--- src/rtl/chess_turn_controller_pkg.sv ---
// Shared definitions for the chess turn controller.
//   - state encodings reported on the state output
//   - winner encodings reported on the winner output
//   - turn-owner encoding kept while the game is paused
//   - default full-move counter width
package chess_turn_controller_pkg;

   localparam int unsigned STATE_W    = 3;
   localparam int unsigned WIN_W      = 2;
   localparam int unsigned MOVE_W_DEF = 10;

   // Codes 5..7 are never produced and fall back to IDLE.
   typedef enum logic [STATE_W-1:0] {
      ST_IDLE   = 3'd0,
      ST_P1     = 3'd1,
      ST_P2     = 3'd2,
      ST_PAUSED = 3'd3,
      ST_OVER   = 3'd4
   } state_e;

   typedef enum logic [WIN_W-1:0] {
      WIN_NONE = 2'b00,
      WIN_P1   = 2'b01,
      WIN_P2   = 2'b10
   } winner_e;

   // Whose turn resumes when a pause is released.
   typedef enum logic {
      TURN_P1 = 1'b0,
      TURN_P2 = 1'b1
   } turn_e;

endpackage : chess_turn_controller_pkg

--- src/rtl/chess_turn_controller_if.sv ---
// Control/status bundle between the game front panel / clock datapath and
// the turn controller.
//   master : drives start, pause, move buttons and time-expired flags,
//            observes run enables, increment pulses and game status.
//   slave  : the turn controller itself.
interface chess_turn_controller_if
   import chess_turn_controller_pkg::*;
#(
   parameter int unsigned MOVE_W = MOVE_W_DEF
);

   // Panel / datapath to controller
   logic                start;
   logic                pause;
   logic                player1_move;
   logic                player2_move;
   logic                player1_flag;
   logic                player2_flag;

   // Controller to datapath / panel
   logic                player1_run;
   logic                player2_run;
   logic                player1_add_time;
   logic                player2_add_time;
   logic                game_over;
   logic [WIN_W-1:0]    winner;
   logic [MOVE_W-1:0]   move_count;
   logic [STATE_W-1:0]  state;

   modport master (
      output start, pause, player1_move, player2_move, player1_flag, player2_flag,
      input  player1_run, player2_run, player1_add_time, player2_add_time,
             game_over, winner, move_count, state
   );

   modport slave (
      input  start, pause, player1_move, player2_move, player1_flag, player2_flag,
      output player1_run, player2_run, player1_add_time, player2_add_time,
             game_over, winner, move_count, state
   );

endinterface : chess_turn_controller_if

--- src/rtl/chess_turn_controller_edge_detect.sv ---
// Rising-edge detector for a level input synchronous to clk.
//   clk     : system clock
//   rst_n   : asynchronous active-low reset
//   d_i     : level input
//   pulse_c : combinational one-cycle pulse on a 0->1 transition of d_i
// The first clock after reset only captures d_i, so a level already high
// when reset is released is not mistaken for a fresh edge.
module chess_turn_controller_edge_detect (
   input  logic clk,
   input  logic rst_n,
   input  logic d_i,
   output logic pulse_c
);

   logic prev_q;
   logic primed_q;

   // Previous-value register plus a flag that is set after the first sample.
   always_ff @(posedge clk or negedge rst_n) begin
      if (!rst_n) begin
         prev_q   <= 1'b0;
         primed_q <= 1'b0;
      end else begin
         prev_q   <= d_i;
         primed_q <= 1'b1;
      end
   end

   assign pulse_c = d_i & ~prev_q & primed_q;

endmodule : chess_turn_controller_edge_detect

--- src/rtl/chess_turn_controller.sv ---
// Turn sequencing for a two-player chess clock.
//   clk   : system clock, all state changes on the rising edge
//   reset : asynchronous active-low reset
//   bus   : slave side of chess_turn_controller_if
//           in : start, pause, player1/2_move, player1/2_flag
//           out: player1/2_run, player1/2_add_time, game_over, winner,
//                move_count, state
// Parameters:
//   MOVE_W : full-move counter width (must match the interface MOVE_W)
//   INC_EN : 1 = pulse add_time on each completed move, 0 = never pulse
// Every output is a register updated from the next-state decode, so each
// output moves exactly one clock after the input sample that causes it.
module chess_turn_controller
   import chess_turn_controller_pkg::*;
#(
   parameter int unsigned MOVE_W = MOVE_W_DEF,
   parameter bit          INC_EN = 1'b1
) (
   input  logic                    clk,
   input  logic                    reset,
   chess_turn_controller_if.slave  bus
);

   localparam logic [MOVE_W-1:0] MOVE_MAX = {MOVE_W{1'b1}};

   // Registered state and outputs
   state_e             state_q,    state_d;
   turn_e              saved_q,    saved_d;
   winner_e            winner_q,   winner_d;
   logic [MOVE_W-1:0]  count_q,    count_d;
   logic               run1_q,     run1_d;
   logic               run2_q,     run2_d;
   logic               add1_q,     add1_d;
   logic               add2_q,     add2_d;
   logic               over_q,     over_d;

   // Edge pulses from the button / start inputs
   logic               start_rise_c;
   logic               p1_rise_c;
   logic               p2_rise_c;

   chess_turn_controller_edge_detect u_start_edge (
      .clk     (clk),
      .rst_n   (reset),
      .d_i     (bus.start),
      .pulse_c (start_rise_c)
   );

   chess_turn_controller_edge_detect u_p1_edge (
      .clk     (clk),
      .rst_n   (reset),
      .d_i     (bus.player1_move),
      .pulse_c (p1_rise_c)
   );

   chess_turn_controller_edge_detect u_p2_edge (
      .clk     (clk),
      .rst_n   (reset),
      .d_i     (bus.player2_move),
      .pulse_c (p2_rise_c)
   );

   // Next-state and next-output decode; turn-state priority is
   // start low > own flag > pause > own move edge.
   always_comb begin
      state_d  = state_q;
      saved_d  = saved_q;
      winner_d = winner_q;
      count_d  = count_q;
      add1_d   = 1'b0;
      add2_d   = 1'b0;

      case (state_q)
         ST_IDLE: begin
            if (start_rise_c) begin
               state_d  = ST_P1;
               count_d  = '0;
               winner_d = WIN_NONE;
            end
         end

         ST_P1: begin
            if (!bus.start) begin
               state_d = ST_IDLE;
            end else if (bus.player1_flag) begin
               state_d  = ST_OVER;
               winner_d = WIN_P2;
            end else if (bus.pause) begin
               state_d = ST_PAUSED;
               saved_d = TURN_P1;
            end else if (p1_rise_c) begin
               state_d = ST_P2;
               add1_d  = INC_EN;
            end
         end

         ST_P2: begin
            if (!bus.start) begin
               state_d = ST_IDLE;
            end else if (bus.player2_flag) begin
               state_d  = ST_OVER;
               winner_d = WIN_P1;
            end else if (bus.pause) begin
               state_d = ST_PAUSED;
               saved_d = TURN_P2;
            end else if (p2_rise_c) begin
               state_d = ST_P1;
               add2_d  = INC_EN;
               // A completed full move, held at the counter ceiling.
               if (count_q != MOVE_MAX) begin
                  count_d = count_q + MOVE_W'(1);
               end
            end
         end

         ST_PAUSED: begin
            // Button edges are still tracked by the detectors but not acted on.
            if (!bus.start) begin
               state_d = ST_IDLE;
            end else if (!bus.pause) begin
               state_d = (saved_q == TURN_P2) ? ST_P2 : ST_P1;
            end
         end

         ST_OVER: begin
            if (!bus.start) begin
               state_d = ST_IDLE;
            end
         end

         default: begin
            state_d = ST_IDLE;
         end
      endcase

      run1_d = (state_d == ST_P1);
      run2_d = (state_d == ST_P2);
      over_d = (state_d == ST_OVER);
   end

   // State and output registers
   always_ff @(posedge clk or negedge reset) begin
      if (!reset) begin
         state_q  <= ST_IDLE;
         saved_q  <= TURN_P1;
         winner_q <= WIN_NONE;
         count_q  <= '0;
         run1_q   <= 1'b0;
         run2_q   <= 1'b0;
         add1_q   <= 1'b0;
         add2_q   <= 1'b0;
         over_q   <= 1'b0;
      end else begin
         state_q  <= state_d;
         saved_q  <= saved_d;
         winner_q <= winner_d;
         count_q  <= count_d;
         run1_q   <= run1_d;
         run2_q   <= run2_d;
         add1_q   <= add1_d;
         add2_q   <= add2_d;
         over_q   <= over_d;
      end
   end

   assign bus.player1_run      = run1_q;
   assign bus.player2_run      = run2_q;
   assign bus.player1_add_time = add1_q;
   assign bus.player2_add_time = add2_q;
   assign bus.game_over        = over_q;
   assign bus.winner           = winner_q;
   assign bus.move_count       = count_q;
   assign bus.state            = state_q;

endmodule : chess_turn_controller
--- src/flat_wrapper.sv ---
// flat-port wrapper written by rule: the top's interface ports become plain ports
module chess_turn_controller_flat import chess_turn_controller_pkg::*;
#(
   parameter int unsigned MOVE_W = MOVE_W_DEF,
   parameter bit          INC_EN = 1'b1
)
  (clk, reset, bus_start, bus_pause, bus_player1_move, bus_player2_move, bus_player1_flag, bus_player2_flag, bus_player1_run, bus_player2_run, bus_player1_add_time, bus_player2_add_time, bus_game_over, bus_winner, bus_move_count, bus_state);
  chess_turn_controller_if #(.MOVE_W(MOVE_W)) bus_i ();
  input  logic clk;
  input  logic reset;
  input wire logic [$bits(bus_i.start)-1:0] bus_start;
  input wire logic [$bits(bus_i.pause)-1:0] bus_pause;
  input wire logic [$bits(bus_i.player1_move)-1:0] bus_player1_move;
  input wire logic [$bits(bus_i.player2_move)-1:0] bus_player2_move;
  input wire logic [$bits(bus_i.player1_flag)-1:0] bus_player1_flag;
  input wire logic [$bits(bus_i.player2_flag)-1:0] bus_player2_flag;
  output wire logic [$bits(bus_i.player1_run)-1:0] bus_player1_run;
  output wire logic [$bits(bus_i.player2_run)-1:0] bus_player2_run;
  output wire logic [$bits(bus_i.player1_add_time)-1:0] bus_player1_add_time;
  output wire logic [$bits(bus_i.player2_add_time)-1:0] bus_player2_add_time;
  output wire logic [$bits(bus_i.game_over)-1:0] bus_game_over;
  output wire logic [$bits(bus_i.winner)-1:0] bus_winner;
  output wire logic [$bits(bus_i.move_count)-1:0] bus_move_count;
  output wire logic [$bits(bus_i.state)-1:0] bus_state;
  assign bus_i.start = bus_start;
  assign bus_i.pause = bus_pause;
  assign bus_i.player1_move = bus_player1_move;
  assign bus_i.player2_move = bus_player2_move;
  assign bus_i.player1_flag = bus_player1_flag;
  assign bus_i.player2_flag = bus_player2_flag;
  assign bus_player1_run = bus_i.player1_run;
  assign bus_player2_run = bus_i.player2_run;
  assign bus_player1_add_time = bus_i.player1_add_time;
  assign bus_player2_add_time = bus_i.player2_add_time;
  assign bus_game_over = bus_i.game_over;
  assign bus_winner = bus_i.winner;
  assign bus_move_count = bus_i.move_count;
  assign bus_state = bus_i.state;
  chess_turn_controller #(.MOVE_W(MOVE_W), .INC_EN(INC_EN)) u_core (.clk(clk), .reset(reset), .bus(bus_i));
endmodule
--- config.mk ---
export PLATFORM = sky130hd
export DESIGN_NAME = chess_turn_controller_flat
export DESIGN_NICKNAME = d
export VERILOG_FILES = /design/src/rtl/chess_turn_controller_pkg.sv /design/src/rtl/chess_turn_controller_if.sv /design/src/rtl/chess_turn_controller_edge_detect.sv /design/src/rtl/chess_turn_controller.sv /design/src/flat_wrapper.sv
export SDC_FILE = /design/constraint.sdc
export NUM_CORES = 1
export LEC_CHECK = 0
export CAP_MARGIN = 25
export CELL_PAD_IN_SITES_DETAIL_PLACEMENT = 1
export CELL_PAD_IN_SITES_GLOBAL_PLACEMENT = 1
export CORE_MARGIN = 2
export CORE_UTILIZATION = 43
export CTS_BUF_LIST = sky130_fd_sc_hd__clkbuf_2
export DETAILED_ROUTE_END_ITERATION = 8
export PLACE_DENSITY_LB_ADDON = 0.1
export SYNTH_ARGS = -nofsm -noshare
export SYNTH_HDL_FRONTEND = slang
export SYNTH_HIERARCHICAL = 1
export SYNTH_SLANG_ARGS = --single-unit
--- constraint.sdc ---
create_clock -name clk -period 4.25 [get_ports clk]
set_input_delay 0.425 -clock clk [delete_from_list [all_inputs] [get_ports clk]]
set_output_delay 0.425 -clock clk [all_outputs]
set_load 0.02 [all_outputs]
# After elaboration in Yosys (flattened, before gate mapping)
# Cells that the tools add are included.
[word_totals] in_bits=8 ramBits=0 register_bits=25 word_cells=94 romBits=0 output_inout_bits=20 mem_count=0 latchBits=0
[op_classes] add_sub_neg=1 n_eq_ne=20 muxes=44 mul=0 order_cmp=0 shift=0 reduce_logical=7 n_bitwise=9 div=0
[ops] op="two-way mux 10 bit" count=6
[ops] op="two-way mux 3 bit" count=12
[ops] op="case mux 10 bit (2 select lines)" count=1
[ops] op="inequality test 2 bit (second input constant)" count=9
[ops] op="two-way mux 1 bit" count=16
[ops] op="case mux 3 bit (5 select lines)" count=1
[ops] op="AND reduction 7 bit" count=2
[ops] op="two-way mux 2 bit" count=6
[ops] op="adder 10 x 1 -> 10 bit (second input constant)" count=1
[ops] op="inequality test 10 bit (second input constant)" count=1
[ops] op="== test 3 x 2 -> 1 bit (second input constant)" count=3
[ops] op="bitwise AND 1 bit" count=6
[ops] op="== test 3 x 1 -> 1 bit (second input constant)" count=2
[ops] op="== test 3 bit (second input constant)" count=2
[ops] op="inequality test 2 x 1 -> 1 bit (second input constant)" count=3
[ops] op="case mux 2 bit (3 select lines)" count=1
[ops] op="AND reduction 6 bit" count=1
[ops] op="nonzero test 2 bit" count=2
[ops] op="logical NOT 3 bit" count=1
[ops] op="inverter 1 bit" count=3
[ops] op="nonzero test 3 bit" count=1
[ops] op="case mux 1 bit (2 select lines)" count=1

# Logic depth before layout (Yosys ltp)
# Gate-level depths: netlist (run 1).
[logic_depth] ltp_word=9 ltp_mapped=6 mapped_depth_nobuf=5

# By module
# Netlist (run 1), hierarchy kept.
[modules_own_cells] mod="chess_turn_controller" cells_per_inst=120 area_per_inst_um2=1168.6 instances=1 seq_area_each_um2=525.5
[modules_own_cells] mod="chess_turn_controller_edge_detect" cells_per_inst=4 area_per_inst_um2=62.6 instances=3 seq_area_each_um2=50.0

# Least setup slack after synthesis (run 1)
# No wires, ideal clock.
[synth_path] kind="register -> register" startpoint="register u_core.count_q[0], in the netlist u_core/bus.move_count[0]" endpoint="register u_core.count_q[9], in the netlist u_core/bus.move_count[9]" required_time_ns=4.173 n_path_buf=1 arrival_time_ns=1.799 path_slack_ns=2.373 setup_ns=0.077 synth_period_minus_slack_ns=1.877 stages_incl_launch_ff=7 cell_sequence="dfrtp_1 -> ha_1 -> and4_1 -> and3_1 -> clkbuf_1 -> or4_1 -> a21oi_1"
[synth_between] elab_chain_cells=7 elab_cells_between_ends=10 classes_between="1 x add/sub; 2 x eq/ne; 6 x mux; 1 x reduce/logical"
[synth_lines] item="start: declaration" line_no="chess_turn_controller.sv:30" text="logic [MOVE_W-1:0] count_q, count_d;"
[synth_lines] item="start signal: assignment" line_no="chess_turn_controller.sv:157" text="count_q <= count_d;"
[synth_lines] item="adder 10 x 1 -> 10 bit" line_no="chess_turn_controller.sv:111" text="count_d = count_q + MOVE_W'(1);"
[synth_lines] item="two-way mux 10 bit" line_no="chess_turn_controller.sv:110" text="if (count_q != MOVE_MAX) begin"
[synth_lines] item="two-way mux 10 bit" line_no="chess_turn_controller.sv:106" text="end else if (p2_rise_c) begin"
[synth_lines] item="two-way mux 10 bit" line_no="chess_turn_controller.sv:103" text="end else if (bus.pause) begin"
[synth_lines] item="two-way mux 10 bit" line_no="chess_turn_controller.sv:100" text="end else if (bus.player2_flag) begin"
[synth_lines] item="two-way mux 10 bit" line_no="chess_turn_controller.sv:98" text="if (!bus.start) begin"
[synth_lines] item="case mux 10 bit (2 select lines)" line_no="chess_turn_controller.sv:73" text="case (state_q)"
# Several ways; a longest one is shown, not always the timed one. The select of a mux whose other input is x is not followed.
# A chain may end at the register's enable or synchronous reset.

# Worst setup path after layout (run 1)
[layout_path] startpoint="input port bus_start" endpoint="register u_core.count_q[9], in the netlist u_core/bus.move_count[9]"
[layout_between] elab_chain_cells=4 elab_cells_between_ends=5 classes_between="2 x eq/ne; 2 x bitwise; 1 x reduce/logical"
[layout_lines] item="start: declaration" line_no="flat_wrapper.sv:11" text="input wire logic [$bits(bus_i.start)-1:0] bus_start;"
[layout_lines] item="bitwise AND 1 bit (2 in series)" line_no="chess_turn_controller_edge_detect.sv:29" text="assign pulse_c = d_i & ~prev_q & primed_q;"
[layout_lines] item="named net u_core.start_rise_c" line_no="chess_turn_controller.sv:38" text="logic start_rise_c;"
[layout_lines] item="inequality test 2 x 1 -> 1 bit (no source line)"
[layout_lines] item="AND reduction 7 bit (no source line)"
# The timed path passes the listed nets, and every way through them passes these cells.

==> out/summary.txt, run 1 <==
Final Setup Violations = 0
Antenna-violating nets left = 0
Critical path launch point type = input port
Measured slew at the worst slew-check pin = 0.624 ns
Die Area = 3620 um^2
Vias in the first global route = 1204
CP required = 4.57 ns
CTS max path bufs = 2
Root Buffer = clkbuf_2
Die Ht = 60.2 um
Hold/Removal Path Class = input port to asynchronous set/reset pin
Power density over the cells = 262 nW/um^2
Cells after Synth = 132
Fmax = 0.413 GHz
Post-route DRC violation count = 0
XOR/XNOR share of the synthesized area = 0.646%
Routed WL = 3350 um
Post-CTS Hold Buffers = 0
CTS Sinks = 27
Largest net degree at the start of global routing = 28
Ys flop type = dfrtp_1
Layout fillers = 344
Reg area = 676 um^2
Share of post-route cells with drive strength above 1 = 5.70%
Number of synthesized flops with an enable pin = 0
Initial core utilization = 44.8%
WL/cell = 16.6 um
DP Worst Slack = 1.43 ns
Vias/cell = 5.65
Largest family of logic cells by synthesized area = simple AND/OR/NAND/NOR gates
DRT iter0 DRCs = 33
Beginning of the worst register-to-register path = u_core/bus.state[1]
Crit path DAT = 2.74 ns
Mux cell area share after synthesis = 1.48%
WL met2 = 1780 um
Reg2Reg Depth = 4
Reg2Reg Setup Slack = 1.89 ns
Ys async rst share = 100%
Core footprint = 3030 um^2
Synth Cell Area = 1360 um^2
Grt ovf = 0
Post-Synth Simple-Gate Area = 24.1%
Final hold vios = 0
Total CTS buffers = 3
Syn_area_per_cell = 10.3 um^2
Max-Cap Viols = 0
Unrepaired setup endpoints after global routing = no
Max Used Layer = met4
Syn Nets = 141
Crit path to = u_core/bus.move_count[9]
Antenna violations before repair = 0
Routed length on met3 = 93 um
Number of detailed-route iterations in the first pass = 4
Run status = completed
Clock Skew = 0.0124 ns
Later-pin clock latency in the skew report = 0.37 ns
Yosys Warn Count = 6
Slew Limit Fails = 0
Lkg Pwr = 0.727 nW
Die width = 60.2 um
Setup tns final = 0 ns
Largest fanout on the critical path = 15
GP Congestion = 0.834
Distinct cells, synth = 47
Worst hold slack = 0.378 ns
Row count = 20
Syn-to-layout area delta = 24.1%
Overall Global Routing Usage = 21.5%
CP Class = input port to flop
Final antenna diode count = 0
Flops & latches, synth = 27
Sequential area share after synthesis = 49.8%
Setup crit start = bus_start
M1 WL = 1430 um
FF-to-FF End = u_core/bus.move_count[9]
Final WS setup = 1.83 ns
First-pass GRT wire length = 5660 um
Number of port buffers = 27
CP endpoint kind = flop
Post-synthesis compound-gate area fraction = 18.4%
Via count = 1142
Post-CTS setup buffer count = 0
Nets = 168
Reg clk slew, reported paths = 0.26 ns
CTS tree = done
VDD IR max = 191 uV
Max transition margin = 58.4%
Period utilization = 57.0%
Min Tclk post-route = 2.42 ns
IO Pins = 28
DP HPWL = 2480 um
Clock H-tree levels = 1
Post_cts resized = 0
Synthesized-area fraction occupied by adder cells = 0.923%
Multi-input logic area = 628 um^2
-- logic make-up (layout without fill, tap and decap cells) --
group	count (synthesis)	in the layout
AND/OR/NAND/NOR	52	52
adder cells (fa/ha/maj)	1	1
XOR/XNOR	1	1
multiplexers	2	2
AO/OA/AOI/OAI	33	33
flip-flops	27	27
other	3	3
buffers and inverters	13	39
-- layout by cell type (no fill, tap or decap), types with 2 or more instances in the layout --
cell type,synthesis,final
a21oi_1,5,5
nand2_1,4,4
conb_1,3,3
nand3b_1,2,2
mux2i_1,2,2
o21ai_0,3,3
nor2_1,3,3
nand3_1,10,10
o31ai_1,6,6
o41ai_1,2,2
a221o_1,3,3
inv_1,7,7
or4_1,4,4
nand2b_1,2,2
clkbuf_2,0,3
dfrtp_1,27,27
and3_1,6,6
clkdlybuf4s50_1,0,27
nor3b_1,2,2
a31oi_1,2,2
nor3_1,3,3
and3b_1,3,3
nor2b_1,4,4
-- critical path: stages --
cell and delay, ns:
clkdlybuf4s50_1 0.66, and3b_1 0.30, nand2b_4 0.08, a221o_1 0.51, or4_1 0.58, a21oi_1 0.19
-- flip-flops by register name, indices dropped and copies added, names as in the netlist --
signal and cells:
u_core/u_start_edge/prev_q 1, u_core/bus.player2_run 1, u_core/u_p2_edge/prev_q 1, u_core/bus.player1_run 1, u_core/bus.game_over 1, u_core/bus.player2_add_time 1
u_core/u_p2_edge/primed_q 1, u_core/u_p1_edge/primed_q 1, u_core/u_start_edge/primed_q 1, u_core/bus.winner 2, u_core/bus.player1_add_time 1, u_core/bus.state 3
u_core/u_p1_edge/prev_q 1, u_core/bus.move_count 10, u_core/saved_q 1
-- cell usage after synthesis (all sizes together), types with 3 or more instances --
master  instances  share of area, %
inv             7               1.9
and3            6               2.8
a21oi           5               1.8
conb            3              0.83
nand3          10               3.7
o21ai           3               1.1
nand2           4               1.1
nor2b           4               1.8
and3b           3               1.9
or4             4               2.2
nor3            3               1.1
dfrtp          27                50
o31ai           6               3.3
nand2b          3               1.9
nor2            3              0.83
clkbuf          4               1.1
a221o           3               2.2
-- through the flow --
stage	cells	cell area, um^2	total power, mW	utilization [%]
4_1_cts	202	1680	0.445	55.6
3_5_place_dp	198	1660	0.345	54.9
2_1_floorplan	132	1360	0.311	-
3_3_place_gp	198	1660	0.341	54.9
5_1_grt	202	1680	0.465	55.6
6_report	202	1680	0.441	55.6
-- worst min-delay path by stage --
stage,startpoint,endpoint,slack (ns),depth (start not counted)
final,reset,u_core/bus.player1_add_time,0.38,2
after global routing,reset,u_core/bus.move_count[7],0.36,2
after CTS,reset,u_core/bus.move_count[9],0.38,2
after detailed placement,u_core/bus.winner[0],u_core/bus.winner[0],0.48,1
after global placement,u_core/bus.winner[0],u_core/bus.winner[0],0.48,1
after floorplan,reset,u_core/bus.game_over,0.13,0
-- report_power, final --
| group | total (mW) | internal, mW | switching (mW) |
|---|---|---|---|
| sequential | 0.277 | 0.268 | 0.00917 |
| combinational | 0.0630 | 0.0276 | 0.0354 |
| clock | 0.101 | 0.0213 | 0.0798 |
| total | 0.441 | 0.317 | 0.124 |
-- area by class of cell --
type / count / area share [%]
Tap cell: 44 / 3.27
Clock inverter: 1 / 0.297
Clock buffer: 3 / 0.892
Multi-Input combinational cell: 92 / 37.3
Sequential cell: 27 / 40.1
Inverter: 7 / 1.56
Timing Repair Buffer: 28 / 16.5
-- per-layer routing --
layer	vias to the layer above	global-route usage, %
met4	0	7.62
li1	548	-
met2	23	37.9
met3	5	3.25
met5	-	0
met1	566	26.3
No activity file was read; power rests on OpenSTA's default activity.
==> run 2: changes to the inputs <==
--- a/config.mk
+++ b/config.mk
@@ -9,7 +9,7 @@
 export CELL_PAD_IN_SITES_DETAIL_PLACEMENT = 1
 export CELL_PAD_IN_SITES_GLOBAL_PLACEMENT = 1
 export CORE_MARGIN = 2
-export CORE_UTILIZATION = 43
+export CORE_UTILIZATION = 40
 export CTS_BUF_LIST = sky130_fd_sc_hd__clkbuf_2
 export DETAILED_ROUTE_END_ITERATION = 8
 export PLACE_DENSITY_LB_ADDON = 0.1
==> constraint.sdc (replaced) <==
create_clock -name clk -period 2.32 [get_ports clk]
set_input_delay 0.232 -clock clk [delete_from_list [all_inputs] [get_ports clk]]
set_output_delay 0.232 -clock clk [all_outputs]
set_load 0.02 [all_outputs]
==> run 2 against run 1 <==
Against the previous run: largest cell class unchanged; critical path type is now flop to flop; via count grew 3.4%; sequential share of layout area down 1.3 points; register-to-register slack got worse by 1.6 ns; largest power group unchanged; critical endpoint is now u_core/bus.move_count[7]; flip-flop and latch count unchanged; sequential power increased by 81%; critical path depth shrank 2; clock skew is 0.011 ns lower; count of clock-buffer cells in the layout rose by 1; core utilization down 2.7 points; final area rose by 3.3%.
==> out/summary.txt, run 2 (synthesis gave the netlist of run 1 again) <==
Run status = completed (unchanged)
Number of detailed-route iterations in the first pass = 4 (unchanged)
Max FFs per register = 10 (unchanged)
Overall Global Routing Usage = 18.1% (was 21.5%)
Overall Power = 807 uW (was 441 uW)
Vias/cell = 5.60 (was 5.65)
CP Class = flop to flop (was input port to flop)
Fmax = 0.497 GHz
Crit path DAT = 2.31 ns (was 2.74 ns)
Core footprint = 3280 um^2 (was 3030 um^2)
IO Pins = 28 (unchanged)
Final WS setup = 0.309 ns (was 1.83 ns)
Total CTS buffers = 3 (unchanged)
Worst path cell trace = nand2b_1 > a221o_1 > or4_1 > a21oi_1 (was clkdlybuf4s50_1 > and3b_1 > nand2b_4 > a221o_1 > or4_1 > a21oi_1)
Min Tclk post-route = 2.01 ns
Initial core utilization = 41.3% (was 44.8%)
Placed cell count = 207 (was 198)
DP Worst Slack = 0.0496 ns (was 1.43 ns)
Grt ovf = 0 (unchanged)
WL/cell = 15.9 um (was 16.6 um)
Placed Area = 1720 um^2 (was 1660 um^2)
Reg clk slew, reported paths = 0.24 ns (was 0.26 ns)
Most used routing layer = met2 (unchanged)
Final hold vios = 0 (unchanged)
Power density over the cells = 464 nW/um^2 (was 262 nW/um^2)
Post-route DRC violation count = 0 (unchanged)
Die Area = 3870 um^2 (was 3620 um^2)
CP endpoint kind = flop (unchanged)
DP HPWL = 2490 um (was 2480 um)
CTS max path bufs = 2 (unchanged)
Final antenna diode count = 0 (unchanged)
CTS Sinks = 27 (unchanged)
Met2 usage = 32.2% (was 37.9%)
Top delay family on crit path = simple AND/OR/NAND/NOR gates (unchanged)
GP Congestion = 0.817 (was 0.834)
Critical path launch point type = flop (was input port)
Unrepaired setup endpoints after global routing = no (unchanged)
Post-CTS setup buffer count = 0 (unchanged)
Largest net degree at the start of global routing = 28 (unchanged)
Die Ht = 62.2 um (was 60.2 um)
Post_cts resized = 0 (unchanged)
Nets = 175 (was 168)
Via count = 1181 (was 1142)
Setup tns final = 0 ns (unchanged)
Routed WL = 3350 um (about the same)
Clock H-tree levels = 1 (unchanged)
CP bufs+invs = 0 (was 1)
CTS tree = done (unchanged)
Slowest-stage cell, CP = dfrtp_1 (was clkdlybuf4s50_1)
Lkg Pwr = 0.762 nW (was 0.727 nW)
Post-CTS Hold Buffers = 0 (unchanged)
Period utilization = 86.7%
Row count = 21 (was 20)
Met3 usage = 1.99% (was 3.25%)
CP max stage delay = 0.64 ns (was 0.66 ns)
Layout fillers = 392 (was 344)
Vias in the first global route = 1205 (was 1204)
Syn-to-layout area delta = 28.1% (was 24.1%)
Clock Skew = 0.00144 ns (was 0.0124 ns)
Number of port buffers = 27 (unchanged)
Die width = 62.2 um (was 60.2 um)
Design Area, Final = 1740 um^2 (was 1680 um^2)
Slew Limit Fails = 0 (unchanged)
Antenna-violating nets left = 0 (unchanged)
Antenna violations before repair = 0 (unchanged)
Root Buffer = clkbuf_2 (unchanged)
CP required = 2.62 ns (was 4.57 ns)
Non-Filler Instances = 211 (was 202)
Hold/Removal Path Class = input port to asynchronous set/reset pin (unchanged)
Most frequent cells in the layout = clkdlybuf4s50_1 (27), dfrtp_1 (27), nand3_1 (10) (unchanged)
VDD IR max = 230 uV (was 191 uV)
First-pass GRT wire length = 5700 um (was 5660 um)
Share of post-route cells with drive strength above 1 = 9.70% (was 5.70%)
Max-Cap Viols = 0 (unchanged)
Final Setup Violations = 0 (unchanged)
Later-pin clock latency in the skew report = 0.34 ns (was 0.37 ns)
Largest fanout on the critical path = 13 (was 15)
Met1 usage = 23.1% (was 26.3%)
DRT iter0 DRCs = 74 (was 33)
## run 2: final timing paths
path,start,end,slack [ns],cells after the start
max,u_core/bus.state[1],u_core/bus.move_count[7],0.31,4
min,reset,u_core/bus.move_count[1],0.22,2
max reg2reg,u_core/bus.state[1],u_core/bus.move_count[7],0.31,4
min reg2reg,u_core/bus.move_count[5],u_core/bus.move_count[5],0.54,1
max in group asynchronous,reset,u_core/bus.state[1],1.84,2
min in group clk,bus_player2_move,u_core/u_p2_edge/prev_q,0.32,1
## run 2: layout make-up
type	instances	area (um^2)	share of cell area (%)
clock buffer	4	20.0	1.15
inverter	7	26.3	1.51
multi-input combinational	92	628	36.1
sequential	27	676	38.9
tap	46	57.6	3.31
timing repair buffer	35	330	19.0
## run 2: routing by layer
metal  part of all wire [%]  up-vias
met5                      0        -
met4                   0.60        0
met3                    2.6        2
met2                     52       20
met1                     44      601
li1                       -      558
## run 2: worst reg2reg max path, cell delays in order, from the launching register on
cell      delay [ns]
dfrtp_1         0.64
nand2b_1        0.14
a221o_1         0.49
or4_1           0.54
a21oi_1         0.15
## run 2: through the flow
step                      hold WS, ns  util, %
after floorplan               -0.0636        -
after global placement          0.484     52.3
after detailed placement        0.500     52.3
after CTS                       0.207     52.9
after global routing            0.219     52.9
final                           0.225     52.9
## run 2: report_power, final
part	total [mW]	switching, mW	internal [mW]	leakage [nW]
registers	0.502	0.0120	0.490	0.360
logic	0.126	0.0686	0.0578	0.386
clock network	0.178	0.133	0.0455	0.0166
total	0.807	0.213	0.594	0.762
==> patch 1, RTL diff (flow settings as in run 1) <==
Change the package constant `MOVE_W_DEF` from 10 to 5.
--- a/src/rtl/chess_turn_controller_pkg.sv
+++ b/src/rtl/chess_turn_controller_pkg.sv
@@ -7,7 +7,7 @@
 
    localparam int unsigned STATE_W    = 3;
    localparam int unsigned WIN_W      = 2;
-   localparam int unsigned MOVE_W_DEF = 10;
+   localparam int unsigned MOVE_W_DEF = 5;
 
    // Codes 5..7 are never produced and fall back to IDLE.
    typedef enum logic [STATE_W-1:0] {
Interface: changed (resized bus_move_count); port bits go from 28 to 23. The function was not compared with the original's and may differ.
==> patch 1 against run 1 <==
  * Utilization is 0.23 points higher
  * Total power fell by 14%
  * Sequential cell count decreased by 5
  * Largest cell class unchanged
  * Setup slack better by 360 ps
  * Count of clock-buffer cells in the layout is the same
  * Synthesized area shrank 20%
  * Die area is 18% lower
  * Critical path type unchanged
  * Largest power group unchanged
  * Register-to-register slack better by 510 ps
  * Routed wire length is 29% lower
  * Final area fell by 19%
  * Global-route usage decreased by 2.7 points
  * Combinational power increased by 3.7%
  * Via count shrank 26%
  * Sequential power decreased by 17%
==> patch 1: results (changes against run 1) <==
{| class="wikitable"
! Metric !! Value
|-
| Result of the run || completed
|-
| WL per Instance || 15.3 um (-7.8%)
|-
| Global-route total usage across every layer || 0.188 (-0.0266)
|-
| Root buffer cell || sky130_fd_sc_hd__clkbuf_2
|-
| Setup clock skew after layout || 1.17 ps (-11.2 ps)
|-
| Met2 Resource Use GR || 0.303 (-0.0757)
|-
| Fraction of synthesized area in multiplexers || 0.00917 (-0.00559)
|-
| Routed length on met1 || 1130 um (-21%)
|-
| Synthesized netlist net count || 113 (-20%)
|-
| Clk pwr || 0.0839 mW (-17%)
|-
| Maximum buffer depth of the clock tree || 2 (unchanged)
|-
| Critical path arrival || 2330 ps (-410 ps)
|-
| Utilization of the core after routing || 0.558 (+0.00234)
|-
| Number of diodes added for antenna fixing || 0 (unchanged)
|-
| VDD IR max || 0.221 mV (+16%)
|-
| Largest register FFs || 5 (-5)
|-
| Adder-Cell Fraction of Synth Area || 0.0229 (+0.0137)
|-
| Leakage power total || 0.616 nW (-15%)
|-
| Met2 Routed Length || 1100 um (-38%)
|-
| Compound-Gate Fraction of Synth Area || 0.104 (-0.0792)
|-
| Final Routed Wirelength || 2370 um (-29%)
|-
| Post-synthesis share of cell area spent on xor and xnor gates || 0.00803 (+0.00157)
|-
| Met1 GRT Util || 0.244 (-0.0185)
|-
| Vias per std cell || 5.48 (-3.1%)
|-
| Number of cells after detailed placement || 150 (-24%)
|-
| Largest net degree at the start of global routing || 23 (-18%)
|-
| Peak fanout along the critical path || 11 (-4)
|-
| Clock Power Share || 0.221 (-0.008)
|-
| Clock-pin slew of the registers on the worst-case setup and hold paths || 200 ps (-60 ps)
|-
| Largest cells by area after synthesis || sky130_fd_sc_hd__dfrtp_1 50%, sky130_fd_sc_hd__and3b_1 4.8%, sky130_fd_sc_hd__nand2_1 3.8%
|-
| Mean cell area of the mapped netlist || 10.6 um^2 (+3.1%)
|-
| Iteration-0 DRC count of the detailed router || 7 (-79%)
|-
| Fraction of power spent switching nets || 0.279 (-0.00259)
|-
| Max-slew headroom at the worst pin || 0.624 (+0.0404)
|-
| Met3 Usage GRT || 0.0246 (-0.00788)
|-
| Number of global-route vias before repair || 847 (-30%)
|-
| Sequential Power || 0.231 mW (-17%)
|-
| Routed length on met3 || 88 um (-5.4%)
|-
| Final net count || 136 (-19%)
|-
| GPL Wtd Cong || 0.785 (-5.9%)
|-
| Fraction of final layout cells with drive strength greater than 1 || 0.0640 (+0.00704)
|-
| Placement-stage worst setup slack || 1830 ps (+408 ps)
|-
| Top cells by count, synth || 22 x sky130_fd_sc_hd__dfrtp_1, 11 x sky130_fd_sc_hd__nand2_1, 8 x sky130_fd_sc_hd__o21ai_0
|-
| Wire length of the first global-routing pass || 3880 um (-31%)
|-
| Layout filler cell count || 290 (-16%)
|-
| Total half-perimeter wirelength after legalization and detailed placement || 1740 um (-30%)
|-
| Reg-to-reg critical path startpoint || u_core/u_p2_edge/prev_q
|-
| Share of the yosys chip area belonging to registers || 0.505 (+0.00643)
|-
| Post-DP Area || 1310 um^2 (-21%)
|}
[patch 1: worst max-delay path: cells and delay by family]
family                 cells  cell delay (ps)
AND/OR/NAND/NOR            3              820
buffers and inverters      1              660
AO/OA/AOI/OAI              2              420
[patch 1: worst paths after layout]
| kind | slack [ps] | end | cells past startpoint |
|---|---|---|---|
| max | 2190 | u_core/bus.move_count[4] | 6 |
| min | 260 | u_core/bus.move_count[4] | 1 |
| max reg2reg | 2400 | u_core/bus.move_count[3] | 5 |
| min reg2reg | 540 | u_core/saved_q | 2 |
| max in group asynchronous | 3640 | u_core/u_start_edge/prev_q | 2 |
| min in group clk | 530 | u_core/u_p2_edge/prev_q | 1 |
[patch 1: layout make-up]
type,instances,area share
clock buffer,3,0.0111
clock inverter,1,0.00276
timing repair buffer,23,0.182
tap,30,0.0276
multi-input combinational,75,0.368
inverter,1,0.00276
sequential,22,0.406
==> patch 2, RTL diff (settings of run 1) <==
Without the edit above. Reset style: synchronous (`reset` and `rst_n`), changed in 2 clocked blocks. Comments in the files are not updated.
--- a/src/rtl/chess_turn_controller_edge_detect.sv
+++ b/src/rtl/chess_turn_controller_edge_detect.sv
@@ -16,7 +16,7 @@
    logic primed_q;
 
    // Previous-value register plus a flag that is set after the first sample.
-   always_ff @(posedge clk or negedge rst_n) begin
+   always_ff @(posedge clk) begin
       if (!rst_n) begin
          prev_q   <= 1'b0;
          primed_q <= 1'b0;
--- a/src/rtl/chess_turn_controller.sv
+++ b/src/rtl/chess_turn_controller.sv
@@ -139,7 +139,7 @@
    end
 
    // State and output registers
-   always_ff @(posedge clk or negedge reset) begin
+   always_ff @(posedge clk) begin
       if (!reset) begin
          state_q  <= ST_IDLE;
          saved_q  <= TURN_P1;
Formal check against the unedited RTL: differs if reset is asserted again (counterexample within 4 cycles, from zero or initial values and one cycle with reset low); with reset held inactive, the same outputs for 10 cycles.
==> patch 2 against run 1 <==
  * Critical path type unchanged
  * Cell count rose by 11%
  * Routed wire length increased by 14%
  * Total power shrank 8.9%
  * Final area increased by 1.3%
  * Non-clock buffer count decreased by 1
  * Sequential share of layout area down 8.5 points
  * Critical path depth unchanged
  * Sequential cell count unchanged
  * Setup slack improved by 64 ps
  * Synthesized area increased by 2.7%
  * Highest routed layer unchanged
  * Register-to-register slack gained 70 ps
  * Worst hold slack improved by 130 ps
  * Clock skew down 3.2 ps
==> patch 2: results (changes against run 1) <==
{| class="wikitable"
! Metric !! Value
|-
| Number of vias after detailed routing || 1333 (+17%)
|-
| Largest net degree at the start of global routing || 20 (-29%)
|-
| Largest register FFs || 10 (unchanged)
|-
| Reg-to-reg critical path startpoint || u_core/bus.state[1]
|-
| CTS Buf Count || 3 (unchanged)
|-
| Number of antenna violations at the first check in global routing || 0 (unchanged)
|-
| Source of the worst hold timing path || u_core/bus.winner[1]
|-
| GPL Wtd Cong || 0.829 (-0.62%)
|-
| Number of cells after detailed placement || 221 (+12%)
|-
| Final net count || 191 (+14%)
|-
| Number of search-and-repair iterations in the first detailed-routing pass || 4 (unchanged)
|-
| Actual transition at the worst max-transition pin || 647 ps (+23.0 ps)
|-
| Worst r2r dst || u_core/bus.move_count[5]
|-
| Sink of the worst hold path || u_core/bus.winner[1]
|-
| Iteration-0 DRC count of the detailed router || 54 (+64%)
|-
| VDD IR max || 0.146 mV (-23%)
|-
| Register-to-Register Path Depth || 4 (unchanged)
|-
| Cell variety after synth || 46 (-2.1%)
|-
| Asr flop ratio synth || 0 (-1.00)
|-
| Critical path arrival || 2660 ps (-80 ps)
|-
| Final Routed Wirelength || 3830 um (+14%)
|-
| Number of diodes added for antenna fixing || 0 (unchanged)
|-
| Kind of path behind the tightest hold check || flip-flop to flip-flop
|-
| Top cells by count, synth || 27 x sky130_fd_sc_hd__dfxtp_1, 16 x sky130_fd_sc_hd__a21oi_1, 10 x sky130_fd_sc_hd__nand2_1, 10 x sky130_fd_sc_hd__nor2_1
|-
| Peak fanout along the critical path || 11 (-4)
|-
| Setup clock skew after layout || 9.21 ps (-3.18 ps)
|-
| Count of warnings emitted by yosys || 6 (unchanged)
|-
| Largest cells by area after synthesis || sky130_fd_sc_hd__dfxtp_1 39%, sky130_fd_sc_hd__a21oi_1 5.8%, sky130_fd_sc_hd__nand2_1 2.7%
|-
| Cells resized by post-CTS repair || 0 (unchanged)
|-
| Leakage power total || 0.579 nW (-20%)
|-
| Share of the yosys chip area belonging to registers || 0.388 (-0.110)
|-
| Total half-perimeter wirelength after legalization and detailed placement || 2850 um (+15%)
|-
| Result of the run || completed
|-
| Worst-skew pair later-pin latency || between 300 and 400 ps
|-
| Gate count after technology mapping || 157 (+19%)
|-
| Setup slack of the worst register-to-register path || 1960 ps (+70 ps)
|-
| Final Non-Filler Cells || 225 (+11%)
|-
| Wire length of the first global-routing pass || 6340 um (+12%)
|-
| Fraction of final layout cells with drive strength greater than 1 || 0.0608 (+0.00381)
|-
| Synthesized netlist net count || 166 (+18%)
|-
| Global-route total usage across every layer || 0.231 (+0.0162)
|}
patch 2: cell types whose count changed in the layout (fill, tap and decap cells not counted), sizes merged, moves of 4 or more:
cell | run 1 | this run
nand2 | 4 | 11
dfrtp | 27 | 0
nand3 | 10 | 4
dfxtp | 0 | 27
and3 | 6 | 1
or3 | 1 | 5
a21oi | 5 | 16
nor2 | 3 | 10
patch 2: how the worst max path moves through the flow:
stage | startpoint | end | slack, ps
floorplan | u_core/bus.state[1] | u_core/bus.move_count[5] | 2420
global placement | bus_start | u_core/bus.move_count[1] | 1700
detailed placement | bus_start | u_core/bus.move_count[8] | 1510
CTS | bus_start | u_core/bus.move_count[1] | 1930
global route | bus_start | u_core/bus.move_count[3] | 1730
finish | bus_start | u_core/bus.move_count[8] | 1890
patch 2: cells by family after synthesis:
family                   synth area share
AO/OA/AOI/OAI                       0.194
adder cells (fa/ha/maj)           0.00898
buffers and inverters              0.0341
flip-flops                          0.388
multiplexers                       0.0153
AND/OR/NAND/NOR                     0.359
patch 2: cell type report:
cell class	count	area (um^2)
Clock buffer	3	15.0
Clock inverter	1	5.00
Fill cell	376	1370
Inverter	4	15.0
Multi-Input combinational cell	119	805
Sequential cell	27	541
Tap cell	44	55.1
Timing Repair Buffer	27	270
patch 2: stage by stage:
stage | setup slack, ps | utilization | hold WS [ps] | power (mW) | instance area, um^2
after floorplan | 2420 | - | 453 | 0.286 | 1390
after global placement | 1700 | 0.548 | 464 | 0.303 | 1690
after detailed placement | 1510 | 0.548 | 480 | 0.305 | 1690
after CTS | 1930 | 0.554 | 508 | 0.408 | 1710
after global routing | 1730 | 0.554 | 543 | 0.422 | 1710
final | 1890 | 0.554 | 507 | 0.402 | 1710
patch 2: power breakdown:
part	switching, mW	internal [mW]	total, mW	leakage (nW)
Clock	0.0795	0.0213	0.101	0.0164
Sequential	0.00334	0.258	0.262	0.220
Combinational	0.0220	0.0172	0.0392	0.344
patch 2: critical path: stages:
cell	delay (ps)
sky130_fd_sc_hd__clkdlybuf4s50_1	590
sky130_fd_sc_hd__and3b_1	290
sky130_fd_sc_hd__nor4b_2	200
sky130_fd_sc_hd__nor4_2	650
sky130_fd_sc_hd__nor2_1	200
sky130_fd_sc_hd__a311oi_1	300
patch 2: per-layer routing:
metal / vias to the layer above / part of all wire / track usage
li1: 647 / - / -
met1: 642 / 0.48 / 0.337
met2: 40 / 0.46 / 0.356
met3: 4 / 0.043 / 0.0256
met4: 0 / 0.011 / 0.0714
met5: - / 0 / 0
